<file path="config.mk">
export PLATFORM = sky130hd
export DESIGN_NAME = keypad_scanner
export DESIGN_NICKNAME = d
export VERILOG_FILES = /design/src/rtl/keypad_scanner.sv
export SDC_FILE = /design/constraint.sdc
export NUM_CORES = 1
export LEC_CHECK = 0
export ABC_AREA = 0
export BUFFER_PORTS_ARGS = -buffer_cell sky130_fd_sc_hd__buf_2
export CORE_MARGIN = 10
export CORE_UTILIZATION = 53
export CTS_CLUSTER_DIAMETER = 60
export DETAILED_ROUTE_END_ITERATION = 7
export PLACE_DENSITY_LB_ADDON = 0.3
export SYNTH_ARGS = -nofsm -noshare
export SYNTH_HDL_FRONTEND = slang
export SYNTH_SLANG_ARGS = --single-unit
</file>
<file path="constraint.sdc">
create_clock -name i_CLOCK -period 19.1 [get_ports i_CLOCK]
set_clock_uncertainty 0.2 [all_clocks]
set_input_delay 3.82 -clock i_CLOCK [delete_from_list [all_inputs] [get_ports i_CLOCK]]
set_output_delay 3.82 -clock i_CLOCK [all_outputs]
set_load 0.005 [all_outputs]
</file>
<file path="src/rtl/keypad_scanner.sv">
// 4x4 matrix keypad scanner: column scan, per-frame debounce FSM and a
// single active-low strobe per accepted key press.
module keypad_scanner #(
    parameter int unsigned SCAN_DIV = 50_000,
    parameter int unsigned DEBOUNCE = 4,
    parameter int unsigned TRIG_LEN = 4
) (
    input  logic       i_CLOCK,
    input  logic       i_CLEAR_ALL,
    input  logic [3:0] i_ROWS,
    output logic [3:0] o_COLS,
    output logic [3:0] o_VALUE,
    output logic       o_TRIG,
    output logic [1:0] o_state
);

    localparam int unsigned DIV_W   = (SCAN_DIV > 1) ? $clog2(SCAN_DIV) : 1;
    localparam int unsigned DEB_W   = $clog2(DEBOUNCE + 1);
    localparam int unsigned TRG_W   = $clog2(TRIG_LEN + 1);
    localparam bit          DEB_ONE = (DEBOUNCE <= 1);

    typedef enum logic [1:0] {
        ST_IDLE    = 2'b00,
        ST_CONFIRM = 2'b01,
        ST_HELD    = 2'b11,
        ST_RELEASE = 2'b10
    } state_e;

    function automatic logic [3:0] key_code(input logic [3:0] idx);
        case (idx)
            4'd0:    key_code = 4'h1;
            4'd1:    key_code = 4'h2;
            4'd2:    key_code = 4'h3;
            4'd3:    key_code = 4'hA;
            4'd4:    key_code = 4'h4;
            4'd5:    key_code = 4'h5;
            4'd6:    key_code = 4'h6;
            4'd7:    key_code = 4'hB;
            4'd8:    key_code = 4'h7;
            4'd9:    key_code = 4'h8;
            4'd10:   key_code = 4'h9;
            4'd11:   key_code = 4'hC;
            4'd12:   key_code = 4'hE;
            4'd13:   key_code = 4'h0;
            4'd14:   key_code = 4'hF;
            default: key_code = 4'hD;
        endcase
    endfunction

    logic [3:0]       rows_s1_q, rows_s2_q;
    logic [DIV_W-1:0] dwell_q;
    logic [1:0]       col_q;
    logic [3:0]       cols_q;
    logic [15:0]      map_q;

    logic             dwell_end_c, frame_end_c;
    logic [15:0]      col_hits_c, frame_map_c;

    assign dwell_end_c = (dwell_q == DIV_W'(SCAN_DIV - 1));
    assign frame_end_c = dwell_end_c && (col_q == 2'd3);
    // Pressed rows of the current column placed at bit 4*row + col.
    assign col_hits_c  = 16'({~rows_s2_q[3], 3'b000, ~rows_s2_q[2], 3'b000,
                              ~rows_s2_q[1], 3'b000, ~rows_s2_q[0]}) << col_q;
    assign frame_map_c = map_q | col_hits_c;

    // Row synchronizer, column scan and frame map accumulation.
    always_ff @(posedge i_CLOCK) begin
        if (!i_CLEAR_ALL) begin
            rows_s1_q <= 4'hF;
            rows_s2_q <= 4'hF;
            dwell_q   <= '0;
            col_q     <= 2'd0;
            cols_q    <= 4'b1110;
            map_q     <= '0;
        end else begin
            rows_s1_q <= i_ROWS;
            rows_s2_q <= rows_s1_q;
            if (dwell_end_c) begin
                dwell_q <= '0;
                col_q   <= col_q + 2'd1;
                cols_q  <= {cols_q[2:0], cols_q[3]};
                map_q   <= frame_end_c ? 16'h0000 : frame_map_c;
            end else begin
                dwell_q <= dwell_q + DIV_W'(1);
            end
        end
    end

    logic [4:0] hit_cnt_c;
    logic [3:0] hit_idx_c;

    always_comb begin
        hit_cnt_c = 5'd0;
        hit_idx_c = 4'd0;
        for (int i = 0; i < 16; i++) begin
            if (frame_map_c[i]) begin
                hit_cnt_c = hit_cnt_c + 5'd1;
                hit_idx_c = 4'(i);
            end
        end
    end

    state_e           state_q, state_d;
    logic [DEB_W-1:0] cnt_q, cnt_d, cnt_inc_c;
    logic [3:0]       cand_q, cand_d;
    logic             accept_q, accept_d;
    logic             none_c, single_c, same_c, held_key_c;

    assign none_c     = (hit_cnt_c == 5'd0);
    assign single_c   = (hit_cnt_c == 5'd1);
    assign same_c     = single_c && (hit_idx_c == cand_q);
    assign held_key_c = frame_map_c[cand_q];
    assign cnt_inc_c  = cnt_q + DEB_W'(1);

    always_ff @(posedge i_CLOCK) begin
        if (!i_CLEAR_ALL) begin
            state_q <= ST_IDLE;
        end else begin
            state_q <= state_d;
        end
    end

    // Debounce transitions, evaluated once per frame.
    always_comb begin
        state_d = state_q;
        if (frame_end_c) begin
            case (state_q)
                ST_IDLE: begin
                    if (single_c) state_d = DEB_ONE ? ST_HELD : ST_CONFIRM;
                end
                ST_CONFIRM: begin
                    if (!same_c)                                  state_d = ST_IDLE;
                    else if (cnt_inc_c == DEB_W'(DEBOUNCE))       state_d = ST_HELD;
                end
                ST_HELD: begin
                    if (none_c) state_d = DEB_ONE ? ST_IDLE : ST_RELEASE;
                end
                ST_RELEASE: begin
                    if (held_key_c)                               state_d = ST_HELD;
                    else if (!none_c)                             state_d = ST_IDLE;
                    else if (cnt_inc_c == DEB_W'(DEBOUNCE))       state_d = ST_IDLE;
                end
                default: state_d = ST_IDLE;
            endcase
        end
    end

    always_comb begin
        cnt_d    = cnt_q;
        cand_d   = cand_q;
        accept_d = 1'b0;
        if (frame_end_c) begin
            case (state_q)
                ST_IDLE: begin
                    if (single_c) begin
                        cand_d = hit_idx_c;
                        cnt_d  = DEB_W'(1);
                    end
                end
                ST_CONFIRM: if (same_c) cnt_d = cnt_inc_c;
                ST_HELD:    if (none_c) cnt_d = DEB_W'(1);
                ST_RELEASE: if (none_c) cnt_d = cnt_inc_c;
                default:    cnt_d = '0;
            endcase
            accept_d = (state_d == ST_HELD) &&
                       ((state_q == ST_IDLE) || (state_q == ST_CONFIRM));
        end
    end

    always_ff @(posedge i_CLOCK) begin
        if (!i_CLEAR_ALL) begin
            cnt_q    <= '0;
            cand_q   <= 4'd0;
            accept_q <= 1'b0;
        end else begin
            cnt_q    <= cnt_d;
            cand_q   <= cand_d;
            accept_q <= accept_d;
        end
    end

    logic [TRG_W-1:0] trig_cnt_q;
    logic [3:0]       value_q;
    logic             trig_q;

    // Strobe: a new acceptance always restarts the count with the new value.
    always_ff @(posedge i_CLOCK) begin
        if (!i_CLEAR_ALL) begin
            trig_cnt_q <= '0;
            value_q    <= 4'd0;
            trig_q     <= 1'b1;
        end else if (accept_q) begin
            trig_cnt_q <= TRG_W'(TRIG_LEN);
            value_q    <= key_code(cand_q);
            trig_q     <= 1'b0;
        end else if (trig_cnt_q != '0) begin
            trig_cnt_q <= trig_cnt_q - TRG_W'(1);
            trig_q     <= (trig_cnt_q == TRG_W'(1));
        end
    end

    assign o_COLS  = cols_q;
    assign o_VALUE = value_q;
    assign o_TRIG  = trig_q;
    assign o_state = state_q;

endmodule

</file>
==> summary.md <==
| Metric | Value |
|---|---|
| Status | completed |
| Initial antenna violation count | 0 |
| Hold_buf cts | 0 |
| First-pass GRT wire length | ~19 mm |
| Maxcap violations | 0 |
| Post-synth ARST share | 0 |
| Fmax achieved | 88.1 MHz |
| IO Port Bufs | 16 |
| Total GRT Usage | 0.154 |
| CTS max path bufs | 2 |
| VDD IR max | between 0.00004 and 0.00005 V |
| Main synth FF type | dfxtp_1 |
| DR WL/cell | 14.4 um |
| Die width | 117 um |
| Hold endpoint | rows_s2_q[3] |
| R2r startpoint | col_q[1] |
| Row count | 35 |
| Routed WL | 10.8 mm |
| Post-Synth Simple-Gate Area | 0.242 |
| Post-synth EDFFs | 0 |
| Final cycle utilization of the critical path | 0.594 |
| CTS tree | built |
| Mean Syn Cell Area | 8.19 um2 |
| I/O pins | 17 |
| Nets | 651 |
| Mapped Cells | 613 |
| PwrDens | 60.6 nW/um2 |
| Grt total ovfl | 0 |
| First-iteration detailed-routing DRC count | 220 |
| Syn nets | 649 |
| ANT nets after route | 0 |
| Post-CTS setup buffers | 0 |
| Most common cell on crit path | ha_1 |
| Final setup fails | 0 |
| Final hold vios | 0 |
| WS Path Type | reg -> reg |
| Critical Path Max Stage Delay | roughly 0.71 ns |
| Critical Path Sink Type | flop |
| Die area | 13800 um2 |
| Initial core utilization | 0.544 |
| Hold slack final | 0.213 ns |
| Worst R2R End | cand_q[2] |
| R2R Setup Slk | ~7.7 ns |
| Gpl congestion | 0.901 |
| TritonRoute pass-1 iters | 5 |
| Die H | 117 um |
| Min-Delay Path Class | reg -> reg |
| Register-to-Register Path Depth | 52 |
| Post-synthesis xor/xnor area fraction | 0.131 |
| CTS buffer count | 9 |
| CP arrival | 11.41 ns |
| # resized after CTS | 0 |
| Clk slew on worst S/H paths | 0.07 ns |
| WP data required | 19.16 ns |
| Crit Path Max Fanout | 22 |
| Synth Area in Adders | 0.0747 |
| Largest net degree at the start of global routing | 30 |
| Slowest cell on crit path | dfxtp_1 |
| Slew Viols, Final | 0 |
| Crit start category | flop |
| Mux share of post-synthesis cell area | 0.0800 |
| Yosys cell types | 81 |
| Synthesis-to-finish area growth | 7.75% |
| DPL Wire Length | 8.37 mm |
| Vias in the first global route | between 4000 and 5000 |
| Hold path start | rows_s1_q[3] |
| YS warnings | 0 |
| Worst-Skew Late Latency | 0.34 ns |
| Via/cell ratio | 5.77 |
| Largest family of logic cells by synthesized area | simple AND/OR/NAND/NOR gates |
| RSZ-0062 raised after global routing | no |
| DR vias | 4320 |
| Fin Setup TNS | 0 ns |
| Register area share after synthesis | 0.255 |
| Clk sink count | 64 |
| Synth Register Bits | 64 |
| Worst hold stages | 1 |
| H-tree depth | 3 |
| Slew at the pin closest to its max-slew limit | between 0.6 and 0.7 ns |
| Complex-gate fraction of the synthesized area | 0.178 |
| Leakage power | 0.00219 uW |
| DRC viols | 0 |
| Root Buffer | clkbuf_8 |
| Cell area after synthesis | 5020 um2 |
| Share of cells above drive strength 1 | 0.129 |
| Relative slew slack | 0.556 |
| Antenna Cells | 0 |
| CORE AREA | between 9000 and 10000 um2 |
| Min cycle time layout | 11.35 ns |
==> per-stage QoR <==
stage | setup slack [ns] | utilization | instances | power [uW] | instance area [um2]
after CTS | 7.82 | 0.586 | 749 | 331 | 5410
after floorplan | 8.75 | - | 613 | 177 | 5020
after global routing | 6.84 | 0.586 | 749 | 342 | 5410
after global placement | 8.37 | 0.559 | 733 | 184 | 5160
final | 7.75 | 0.586 | 749 | 328 | 5410
after detailed placement | 7.86 | 0.559 | 733 | 186 | 5160
==> Yosys cell counts, types with 6 or more instances <==
cell type | number | area [um2]
nor2_1 | 83 | 312
dfxtp_1 | 64 | 1280
nand2_1 | 52 | 195
a21oi_1 | 47 | 235
xnor2_1 | 33 | 289
ha_1 | 30 | 375
mux2i_1 | 23 | 230
clkbuf_1 | 19 | 71.3
o21ai_0 | 19 | 95.1
inv_1 | 18 | 67.6
nand3_1 | 17 | 85.1
xor2_1 | 17 | 149
nand2b_1 | 13 | 81.3
nor3_1 | 10 | 50.1
a21o_1 | 8 | 60.1
nand4_1 | 8 | 50.1
nor3b_1 | 8 | 60.1
or2_2 | 8 | 50.1
or3_1 | 8 | 50.1
and2_1 | 7 | 43.8
o211ai_1 | 7 | 52.6
mux4_2 | 6 | 135
o21a_1 | 6 | 45.0
xnor2_2 | 6 | 97.6
==> sequential cells by signal, indices dropped and copies added (netlist names) <==
register and flops:
rows_s1_q 4, o_TRIG 1, o_COLS 4, cand_q 4
rows_s2_q 4, col_q 2, accept_q 1, o_state 2
trig_cnt_q 3, map_q 16, o_VALUE 4, cnt_q 3
dwell_q 16
==> worst max-delay path by stage <==
stage,from,endpoint,slack (ns)
global route,col_q[1],cand_q[2],6.84
CTS,col_q[1],cand_q[2],7.82
detailed placement,col_q[1],cand_q[2],7.86
global placement,col_q[0],cand_q[2],8.37
floorplan,col_q[0],cand_q[2],8.75
finish,col_q[1],cand_q[2],7.75
==> critical path, delay by kind of cell, from the launching register on <==
family,cells,cell delay [ns]
compound gates,16,2.56
xor+xnor,1,0.19
fa+ha+maj,14,4.11
buf+inv,3,0.23
flops,1,0.71
mux,3,0.85
simple gates,15,2.43
==> final cells by class <==
class,instances,area [um2]
clock inverters,7,125
multi-input cells,502,3550
fillers,819,3830
flip-flops and latches,64,1280
inverters,20,75.1
well taps,129,161
clock buffers,9,124
repair buffers,18,95.1
==> cell families after synthesis <==
kind of cell | after synthesis
adders and majority gates | 30
buffers and inverters | 47
AOI/OAI and AO/OA | 134
xor gates and xnor gates | 61
muxes | 32
DFF | 64
and+or+nand+nor | 245
==> cells in the final DEF (no fill, tap or decap), types with 4 or more instances in the layout <==
| cell type | instances |
|---|---|
| a21o_1 | 8 |
| a21oi_1 | 47 |
| a31oi_1 | 5 |
| and2_1 | 7 |
| and3_1 | 4 |
| buf_2 | 16 |
| clkbuf_8 | 9 |
| dfxtp_1 | 64 |
| ha_1 | 30 |
| inv_1 | 18 |
| mux2i_1 | 23 |
| mux4_2 | 6 |
| nand2_1 | 52 |
| nand2b_1 | 13 |
| nand3_1 | 17 |
| nand4_1 | 8 |
| nor2_1 | 83 |
| nor2b_1 | 5 |
| nor3_1 | 10 |
| nor3b_1 | 8 |
| o211ai_1 | 7 |
| o21a_1 | 6 |
| o21ai_0 | 19 |
| o31ai_1 | 4 |
| or2_1 | 4 |
| or2_2 | 8 |
| or3_1 | 8 |
| xnor2_1 | 33 |
| xnor2_2 | 6 |
| xor2_1 | 17 |
==> power by group <==
part	total [uW]	switching, uW	leakage (uW)	internal (uW)
registers	142	3.22	0.000519	138
logic	41.2	23.2	0.00155	18.0
clock network	145	56.6	0.000125	88.3
total	328	83.0	0.00219	245
==> routing by layer <==
metal	vias up	share of wire	GRT usage
met5	-	0	0
met4	0	0.015	0.0524
met3	13	0.035	0.0288
met2	86	0.48	0.265
met1	2042	0.47	0.187
li1	2179	-	-
No activity file was read; power rests on OpenSTA's default activity.
